## src/rtl/stat_engine_pkg.sv

```systemverilog
// Shared types and helpers for the pet statistics engine.
package stat_engine_pkg;

    typedef enum logic [1:0] {
        ST_IDLE = 2'd0,
        ST_SCAN = 2'd1,
        ST_DEAD = 2'd2
    } state_e;

    // Width of the statistic index / action id for n statistics.
    function automatic int idx_width(input int n);
        return (n <= 2) ? 1 : $clog2(n);
    endfunction

endpackage

```

## src/rtl/tick_prescaler.sv

```systemverilog
// Free-running 0..TICK_COUNT-1 counter; tick is high while the count sits at its last value.
module tick_prescaler #(
    parameter int unsigned TICK_COUNT = 24'd10_000_000
) (
    input  logic clk,
    input  logic rst_n,
    output logic tick
);

    localparam int CNT_W = (TICK_COUNT > 1) ? $clog2(TICK_COUNT) : 1;
    localparam logic [CNT_W-1:0] CNT_LAST = CNT_W'(TICK_COUNT - 1);
    localparam logic [CNT_W-1:0] CNT_ONE  = CNT_W'(1);

    logic [CNT_W-1:0] count_q;
    logic [CNT_W-1:0] count_d;

    always_comb begin
        count_d = (count_q == CNT_LAST) ? '0 : count_q + CNT_ONE;
    end

    always_ff @(posedge clk or negedge rst_n) begin
        if (!rst_n) begin
            count_q <= '0;
        end else begin
            count_q <= count_d;
        end
    end

    assign tick = (count_q == CNT_LAST);

endmodule

```

## src/rtl/stat_engine.sv

```systemverilog
// Pet statistics engine: saturating feed actions in IDLE, randomised one-stat-per-cycle
// decay scan on every prescaler tick, and a DEAD state left only through revive.
module stat_engine
    import stat_engine_pkg::*;
#(
    parameter int                 NUM_STATS  = 6,
    parameter int                 STAT_W     = 4,
    parameter int unsigned        TICK_COUNT = 24'd10_000_000,
    parameter logic [STAT_W-1:0]  INIT_VAL   = {STAT_W{1'b1}}
) (
    input  logic                              clk,
    input  logic                              rst_n,
    input  logic                              action_valid,
    output logic                              action_ready,
    input  logic [idx_width(NUM_STATS)-1:0]   action_id,
    input  logic [STAT_W-1:0]                 action_amt,
    input  logic [7:0]                        rand_in,
    input  logic                              revive,
    output logic [NUM_STATS*STAT_W-1:0]       stats_flat,
    output logic [NUM_STATS-1:0]              critical,
    output logic                              alive,
    output logic                              tick_o
);

    localparam int                ID_W     = idx_width(NUM_STATS);
    localparam logic [ID_W-1:0]   IDX_ONE  = ID_W'(1);
    localparam logic [ID_W-1:0]   IDX_LAST = ID_W'(NUM_STATS - 1);
    localparam logic [STAT_W-1:0] STAT_ONE = STAT_W'(1);

    state_e            state_q, state_d;
    logic [ID_W-1:0]   scan_idx_q, scan_idx_d;
    logic [STAT_W-1:0] stat_q [NUM_STATS];
    logic [STAT_W-1:0] stat_d [NUM_STATS];
    logic              action_ready_q, action_ready_d;
    logic              alive_q, alive_d;
    logic              tick;
    logic              any_zero;
    logic              dec;
    logic              unused_rand;

    // Only the low NUM_STATS bits of rand_in steer decay when NUM_STATS < 8.
    assign unused_rand = ^rand_in;

    function automatic logic [STAT_W-1:0] sat_add(input logic [STAT_W-1:0] a,
                                                  input logic [STAT_W-1:0] b);
        logic [STAT_W:0] sum;
        sum = {1'b0, a} + {1'b0, b};
        return sum[STAT_W] ? {STAT_W{1'b1}} : sum[STAT_W-1:0];
    endfunction

    tick_prescaler #(
        .TICK_COUNT (TICK_COUNT)
    ) u_prescaler (
        .clk   (clk),
        .rst_n (rst_n),
        .tick  (tick)
    );

    // Health takes an extra hit whenever any other statistic is exhausted.
    always_comb begin
        any_zero = 1'b0;
        for (int i = 1; i < NUM_STATS; i++) begin
            if (stat_q[i] == '0) any_zero = 1'b1;
        end
    end

    always_comb begin
        state_d    = state_q;
        scan_idx_d = scan_idx_q;
        dec        = 1'b0;
        for (int i = 0; i < NUM_STATS; i++) stat_d[i] = stat_q[i];

        case (state_q)
            ST_IDLE: begin
                if (action_valid) begin
                    for (int i = 0; i < NUM_STATS; i++) begin
                        if (action_id == ID_W'(i)) stat_d[i] = sat_add(stat_q[i], action_amt);
                    end
                end
                if (tick) begin
                    state_d    = ST_SCAN;
                    scan_idx_d = '0;
                end
            end
            ST_SCAN: begin
                for (int i = 0; i < NUM_STATS; i++) begin
                    if (scan_idx_q == ID_W'(i)) begin
                        if (i == 0) dec = any_zero | rand_in[0];
                        else        dec = rand_in[i % 8];
                        if (dec && stat_q[i] != '0) stat_d[i] = stat_q[i] - STAT_ONE;
                    end
                end
                if (scan_idx_q == IDX_LAST) begin
                    scan_idx_d = '0;
                    state_d    = (stat_d[0] == '0) ? ST_DEAD : ST_IDLE;
                end else begin
                    scan_idx_d = scan_idx_q + IDX_ONE;
                end
            end
            ST_DEAD: begin
                if (revive) begin
                    for (int i = 0; i < NUM_STATS; i++) stat_d[i] = INIT_VAL;
                    state_d = ST_IDLE;
                end
            end
            default: begin
                state_d    = ST_IDLE;
                scan_idx_d = '0;
            end
        endcase

        action_ready_d = (state_d == ST_IDLE);
        alive_d        = (state_d != ST_DEAD);
    end

    always_ff @(posedge clk or negedge rst_n) begin
        if (!rst_n) begin
            state_q        <= ST_IDLE;
            scan_idx_q     <= '0;
            action_ready_q <= 1'b1;
            alive_q        <= 1'b1;
            for (int i = 0; i < NUM_STATS; i++) stat_q[i] <= INIT_VAL;
        end else begin
            state_q        <= state_d;
            scan_idx_q     <= scan_idx_d;
            action_ready_q <= action_ready_d;
            alive_q        <= alive_d;
            for (int i = 0; i < NUM_STATS; i++) stat_q[i] <= stat_d[i];
        end
    end

    generate
        for (genvar gi = 0; gi < NUM_STATS; gi++) begin : g_out
            assign stats_flat[gi*STAT_W +: STAT_W] = stat_q[gi];
            assign critical[gi]                    = (stat_q[gi] == '0);
        end
    endgenerate

    assign action_ready = action_ready_q;
    assign alive        = alive_q;
    assign tick_o       = tick;

endmodule

```

## config.mk

```make
export PLATFORM = sky130hd
export DESIGN_NAME = stat_engine
export DESIGN_NICKNAME = d
export VERILOG_FILES = /design/src/rtl/stat_engine_pkg.sv /design/src/rtl/tick_prescaler.sv /design/src/rtl/stat_engine.sv
export SDC_FILE = /design/constraint.sdc
export NUM_CORES = 1
export LEC_CHECK = 0
export ABC_CLOCK_PERIOD_IN_PS = 2300
export CAP_MARGIN = 10
export CORE_AREA = 3 3 113 82
export CTS_CLUSTER_DIAMETER = 200
export DETAILED_ROUTE_END_ITERATION = 8
export DIE_AREA = 0 0 116 85
export MAX_ROUTING_LAYER = met4
export PLACE_DENSITY_LB_ADDON = 0.25
export SETUP_SLACK_MARGIN = 0.3
export SYNTH_ARGS = -nofsm -noshare
export SYNTH_HDL_FRONTEND = slang
export SYNTH_SLANG_ARGS = --single-unit
```

## constraint.sdc

```tcl
create_clock -name clk -period 2.3 [get_ports clk]
set_input_delay 0.345 -clock clk [delete_from_list [all_inputs] [get_ports clk]]
set_output_delay 0.345 -clock clk [all_outputs]
set_load 0.02 [all_outputs]
```

Word-level counts from Yosys, hierarchy flattened --
Index checks and enable logic that the tools add are counted.
Word-level totals: bits in writable memories 0, input bits 19, bits in read-only memories 0, word-level logic and storage cells 145, output and inout port bits 33, memories kept 0, bits in latches 0, flip-flop bits (word level) 55
Operators by class: div/mod/pow operators 0, reductions and logical operators 31, magnitude comparators 0, bitwise logic cells 2, equal/unequal tests 33, multiply operators 0, add/sub/neg operators 14, shift-type cells 0, mux-type cells 54
Operators with widths (number):
- two-way mux 4 bit | 25
- two-way mux 24 bit | 3
- case mux 24 bit (3 select lines) | 1
- inequality test 2 bit, second input constant | 20
- adder 4 x 4 -> 5 bit | 6
- AND reduction 6 bit | 5
- zero test 4 bit | 7
- adder 24 x 1 -> 24 bit, second input constant | 1
- == test 24 bit, second input constant | 1
- nonzero test 4 bit | 6
- subtractor 4 x 1 -> 4 bit, second input constant | 6
- two-way mux 1 bit | 17
- == test 3 x 2 -> 1 bit, second input constant | 4
- == test 3 bit, second input constant | 4
- case mux 3 bit (3 select lines) | 1
- two-way mux 2 bit | 4
- == test 3 x 1 -> 1 bit, second input constant | 2
- logical AND 1 bit | 6
- zero test 3 bit | 2
- two-way mux 3 bit | 2
- case mux 2 bit (3 select lines) | 1
- zero test 2 bit | 2
- AND reduction 4 bit | 1
- adder 3 x 1 -> 3 bit, second input constant | 1
- other kinds (6) | 6

Depth between registers and ports, before layout --
word-level depth 18, gate-level depth with buffers 10, depth with buffers taken out 9

Cells and area by module --
A second synthesis with hierarchy kept.
Second synthesis, totals: cell total of the unflattened synthesis 448, area total of the unflattened synthesis 4146.5 µm²
Modules (own cells, without submodules):
- stat_engine | sequential area each 808.3 µm², area an instance 2999.1 µm², cells each 344, instances 1
- tick_prescaler | sequential area each 600.6 µm², area an instance 1147.4 µm², cells each 104, instances 1

Worst setup path after synthesis --
Ideal clock, no wire load.
path kind reg-to-reg, start point reg stat_q, in the netlist stats_flat[0], end point reg alive_q, in the netlist alive, path slack -0.205 ns, cell stages (with the launch flop) 9, required time 2.216 ns, library setup time 0.084 ns, period minus slack after synthesis 2.505 ns, arrival time 2.420 ns, path buffers 0, path through dfstp_2 > inv_1 > ha_1 > nor3b_1 > or4_4 > a21oi_1 > mux2i_1 > a31oi_1 > or2_2
Between the ends: word-level cells in the longest chain between the ends 10, elaborated cells on any way between the ends 11, those cells by class add/sub (1); eq/ne (1); mux (6); reduce/logical (3)
Ends and longest elaborated chain:
- from (decl) | line stat_engine.sv:32 | logic [STAT_W-1:0] stat_q [NUM_STATS];
- parallel branches: the longest is 3 deep, another holds subtractor 4 x 1 -> 4 bit
- two-way mux 4 bit (*) | line stat_engine.sv:87 | if (scan_idx_q == ID_W'(i)) begin
- two-way mux 4 bit (*) | line stat_engine.sv:73 | case (state_q)
- zero test 4 bit (*) | line stat_engine.sv:95 | state_d = (stat_d[0] == '0) ? ST_DEAD : ST_IDLE;
- two-way mux 2 bit (*) | line stat_engine.sv:95
- two-way mux 2 bit (*) | line stat_engine.sv:93 | if (scan_idx_q == IDX_LAST) begin
- case mux 2 bit (3 select lines) (*) | line stat_engine.sv:73
- inequality test 2 bit (*) | line stat_engine.sv:113 | alive_d = (state_d != ST_DEAD);
- net alive_d | line stat_engine.sv:35 | logic alive_q, alive_d;
- to (signal assigned) | line stat_engine.sv:127 | alive_q <= alive_d;
- to (decl) | line stat_engine.sv:35
Mark *: on every way through the listed nets, which the timed path passes. The select of a mux whose other input is x is not followed. A chain may end at the register's enable or synchronous reset.

Worst setup path after layout --
start point reg stat_q, in the netlist stats_flat[5], end point reg stat_q, in the netlist stats_flat[4]
Between the ends: word-level cells in the longest chain between the ends 5, elaborated cells on any way between the ends 9, those cells by class add/sub (1); eq/ne (1); mux (4); reduce/logical (3)
Ends and longest elaborated chain:
- adder 4 x 4 -> 5 bit | line stat_engine.sv:47 | sum = {1'b0, a} + {1'b0, b};
- two-way mux 4 bit | line stat_engine.sv:48 | return sum[STAT_W] ? {STAT_W{1'b1}} : sum[STAT_W-1:0];
- two-way mux 4 bit | line stat_engine.sv:77 | if (action_id == ID_W'(i)) stat_d[i] = sat_add(stat_q[i], action_amt);
- two-way mux 24 bit | line stat_engine.sv:75 | if (action_valid) begin
- case mux 24 bit (3 select lines) | line stat_engine.sv:73
Parallel ways exist; a longest one is shown, timed or not. The select of a mux whose other input is x is not followed.

==> impl_metrics.env <==
export IMPL_dieWidth_um=116
export IMPL_holdBufCountCts=0
export IMPL_drt_iter0_markers=285
export IMPL_grt_pass1_wl_um=20200
export IMPL_endpoint_kind="register"
export IMPL_syn2layout_area_growth_pct=44.9
export IMPL_power_leakage_nw=2.75
export IMPL_powerDensity_nw_per_um2=1030
export IMPL_min_period_ns=2.31
export IMPL_cts_made_buffers=5
export IMPL_htreeDepth=2
export IMPL_ff2ff_setup_slack_ns=-0.01
export IMPL_ys_seq_area_frac=0.337
export IMPL_async_flop_share=1.00
export IMPL_totalWireLength_um=12500
export IMPL_dp_hpwl_um=8870
export IMPL_synth_common_cells="nand2_1 (45), ha_1 (42), nor2_1 (40), inv_1 (34), o21ai_0 (32)"
export IMPL_yosysTopAreaCell="dfrtp_1"
export IMPL_yosysWarnings=0
export IMPL_grt_usage=0.267
export IMPL_final_setup_viol_count=1
export IMPL_cts_root_buf="clkbuf_16"
export IMPL_ys_ff_latch=55
export IMPL_initial_core_util=0.501
export IMPL_dp_cells=662
export IMPL_synth_edf_count=0
export IMPL_cts_tree="yes"
export IMPL_status="finished, violations left"
export IMPL_netlist_instances=464
export IMPL_routedWlPerCell_um=17.9
export IMPL_cts_sinks=55
export IMPL_synth_area_top_cells="dfrtp_1 (17%), dfstp_2 (16%), ha_1 (13%)"
export IMPL_period_share=1.01
export IMPL_cp_max_fo=6
export IMPL_rsz0062_at_grt="yes"
export IMPL_crit_type="register to register"
export IMPL_clockBufferDepth=2
export IMPL_viasPerCell=5.74
export IMPL_clock_latency_ns=0.30
export IMPL_grt_max_degree=31
export IMPL_violations="setup timing"
export IMPL_reg2regPathDepth=7
export IMPL_hold_path_class="primary input to asynchronous set/reset pin"
export IMPL_timing_final_ws_setup_ns=-0.0119
export IMPL_grt_overflow=0
export IMPL_io_pins=52
export IMPL_clock_fmax_mhz=433
export IMPL_maxCapViolations=0
export IMPL_synth_area_per_cell_um2=9.01
export IMPL_dr_pass1_iters=5
export IMPL_hold_viol=0
export IMPL_peakVddDrop_mv=0.676
export IMPL_fin_worst_skew_ns=0.0145
export IMPL_drcViolationCount=0
export IMPL_core_area_um2=8340
export IMPL_r2r_start="stats_flat[5]"
export IMPL_chipHeight_um=85
export IMPL_synthFlopType="dfrtp_1"
export IMPL_yosysUniqueCellTypes=56
export IMPL_first_global_vias=3969
export IMPL_power_w=0.00622
export IMPL_synth_top_area_share=0.174
export IMPL_nets=659
export IMPL_port_buffers=49
export IMPL_drive_gt1_frac=0.359
export IMPL_cp_required_ns=2.52
export IMPL_antenna_left=0
export IMPL_final_max_slew_viol_count=0
export IMPL_die_area_um2=9860
export IMPL_worst_pin_slew_ns=0.605
export IMPL_gp_congestion=0.921
export IMPL_clk_pin_slew_worst_paths_ns=0.08
export IMPL_cp_arrival_ns=2.53
export IMPL_diodes=0
export IMPL_fin_cells=698
export IMPL_regToRegEndpoint="stats_flat[4]"
export IMPL_synth_net_count=531
export IMPL_synth_area_um2=4180
export IMPL_antenna_found_initial=0
export IMPL_synth_most_common_cell="nand2_1"
export IMPL_num_rows=28
export IMPL_vias=4008
export IMPL_startpoint_type="register"
export IMPL_maxSlewHeadroom=0.597
[what timing repair did]
item,CTS,global route
buffers inserted,15,13
hold endpoints to repair,0,0
endpoints found under the setup margin,35,38
pin swaps,16,32
resized for setup,51,76
gates cloned,0,0
[routing by layer]
metal | GRT usage | part of all wire | vias up
li1 | - | - | 1883
met1 | 0.377 | 0.46 | 1951
met2 | 0.393 | 0.46 | 155
met3 | 0.0535 | 0.063 | 19
met4 | 0.0674 | 0.013 | 0
met5 | - | 0 | -
[how the worst max path moves through the flow]
stage	from	end	slack [ns]	cells past startpoint
final	stats_flat[5]	stats_flat[4]	-0.01	7
after global routing	stats_flat[5]	stats_flat[6]	-0.07	8
after CTS	u_prescaler.count_q[13]	tick_o	0.04	6
after detailed placement	action_amt[1]	stats_flat[4]	-0.12	8
after global placement	action_amt[1]	stats_flat[18]	-0.1	9
after floorplan	stats_flat[0]	alive	-0.03	8
[power by group]
group / total (W) / switching, W / leakage (nW) / internal [W]
Combinational: 0.00360 / 0.00185 / 2.00 / 0.00174
Clock: 0.00101 / 0.000389 / 0.0900 / 0.000625
Sequential: 0.00161 / 0.000307 / 0.664 / 0.00131
[cell type report]
cell class | instances | area [um2]
multi-input combinational | 365 | 3020
fill | 607 | 2280
sequential | 55 | 1410
timing repair buffer | 131 | 1160
inverter | 34 | 136
tap | 105 | 131
clock buffer | 5 | 125
clock inverter | 3 | 67.6
[per-stage QoR]
stage | hold WS (ns) | utilization | setup WS, ns | instance area [um2] | TNS (ns)
3_5_place_dp | 0.400 | 0.631 | -0.123 | 5260 | -1.36
5_1_grt | 0.105 | 0.726 | -0.0661 | 6060 | -0.236
4_1_cts | 0.0782 | 0.684 | 0.0434 | 5700 | 0
6_report | 0.0552 | 0.726 | -0.0119 | 6060 | -0.0119
3_3_place_gp | 0.397 | 0.631 | -0.0991 | 5260 | -0.642
2_1_floorplan | 0.0494 | - | -0.0260 | 4280 | -0.0349
[logic make-up (layout without fill, tap and decap cells)]
kind of cell	Yosys count	in the layout	synth area share
adder cells (fa/ha/maj)	48	48	0.154
buffers and inverters	44	173	0.0434
AO/OA/AOI/OAI	101	101	0.148
AND/OR/NAND/NOR	171	171	0.220
multiplexers	5	5	0.0129
flip-flops	55	55	0.337
XOR/XNOR	40	40	0.0838
[critical path: stages, from the launching register on]
cell	delay, ns
dfstp_2	0.57
inv_4	0.05
ha_4	0.15
nor3b_4	0.16
or4b_1	0.47
a221o_2	0.46
buf_12	0.16
o31ai_4	0.19
[sequential cells by signal, summed over array words and instances (netlist names)]
register / cells
action_ready: 1
alive: 1
scan_idx_q: 3
state_q: 2
stats_flat: 24
u_prescaler.count_q: 24
[cells in the final DEF, fill, tap and decap left out, types with 7 or more instances in the layout]
| cell type | n |
|---|---|
| xnor2_1 | 18 |
| ha_4 | 7 |
| a21o_1 | 8 |
| inv_1 | 19 |
| o21ai_2 | 7 |
| ha_1 | 35 |
| dfstp_2 | 26 |
| nand2_1 | 40 |
| inv_2 | 12 |
| nor2b_1 | 7 |
| o21ai_0 | 13 |
| nand2b_1 | 8 |
| nor2_1 | 35 |
| buf_4 | 72 |
| clkdlybuf4s50_1 | 37 |
| dfrtp_1 | 29 |
| xor2_1 | 22 |
| o31ai_1 | 7 |
| nand3_1 | 10 |
| a21oi_1 | 23 |
| o21ai_1 | 15 |
| buf_6 | 7 |
(Power assumes the default switching activity.)
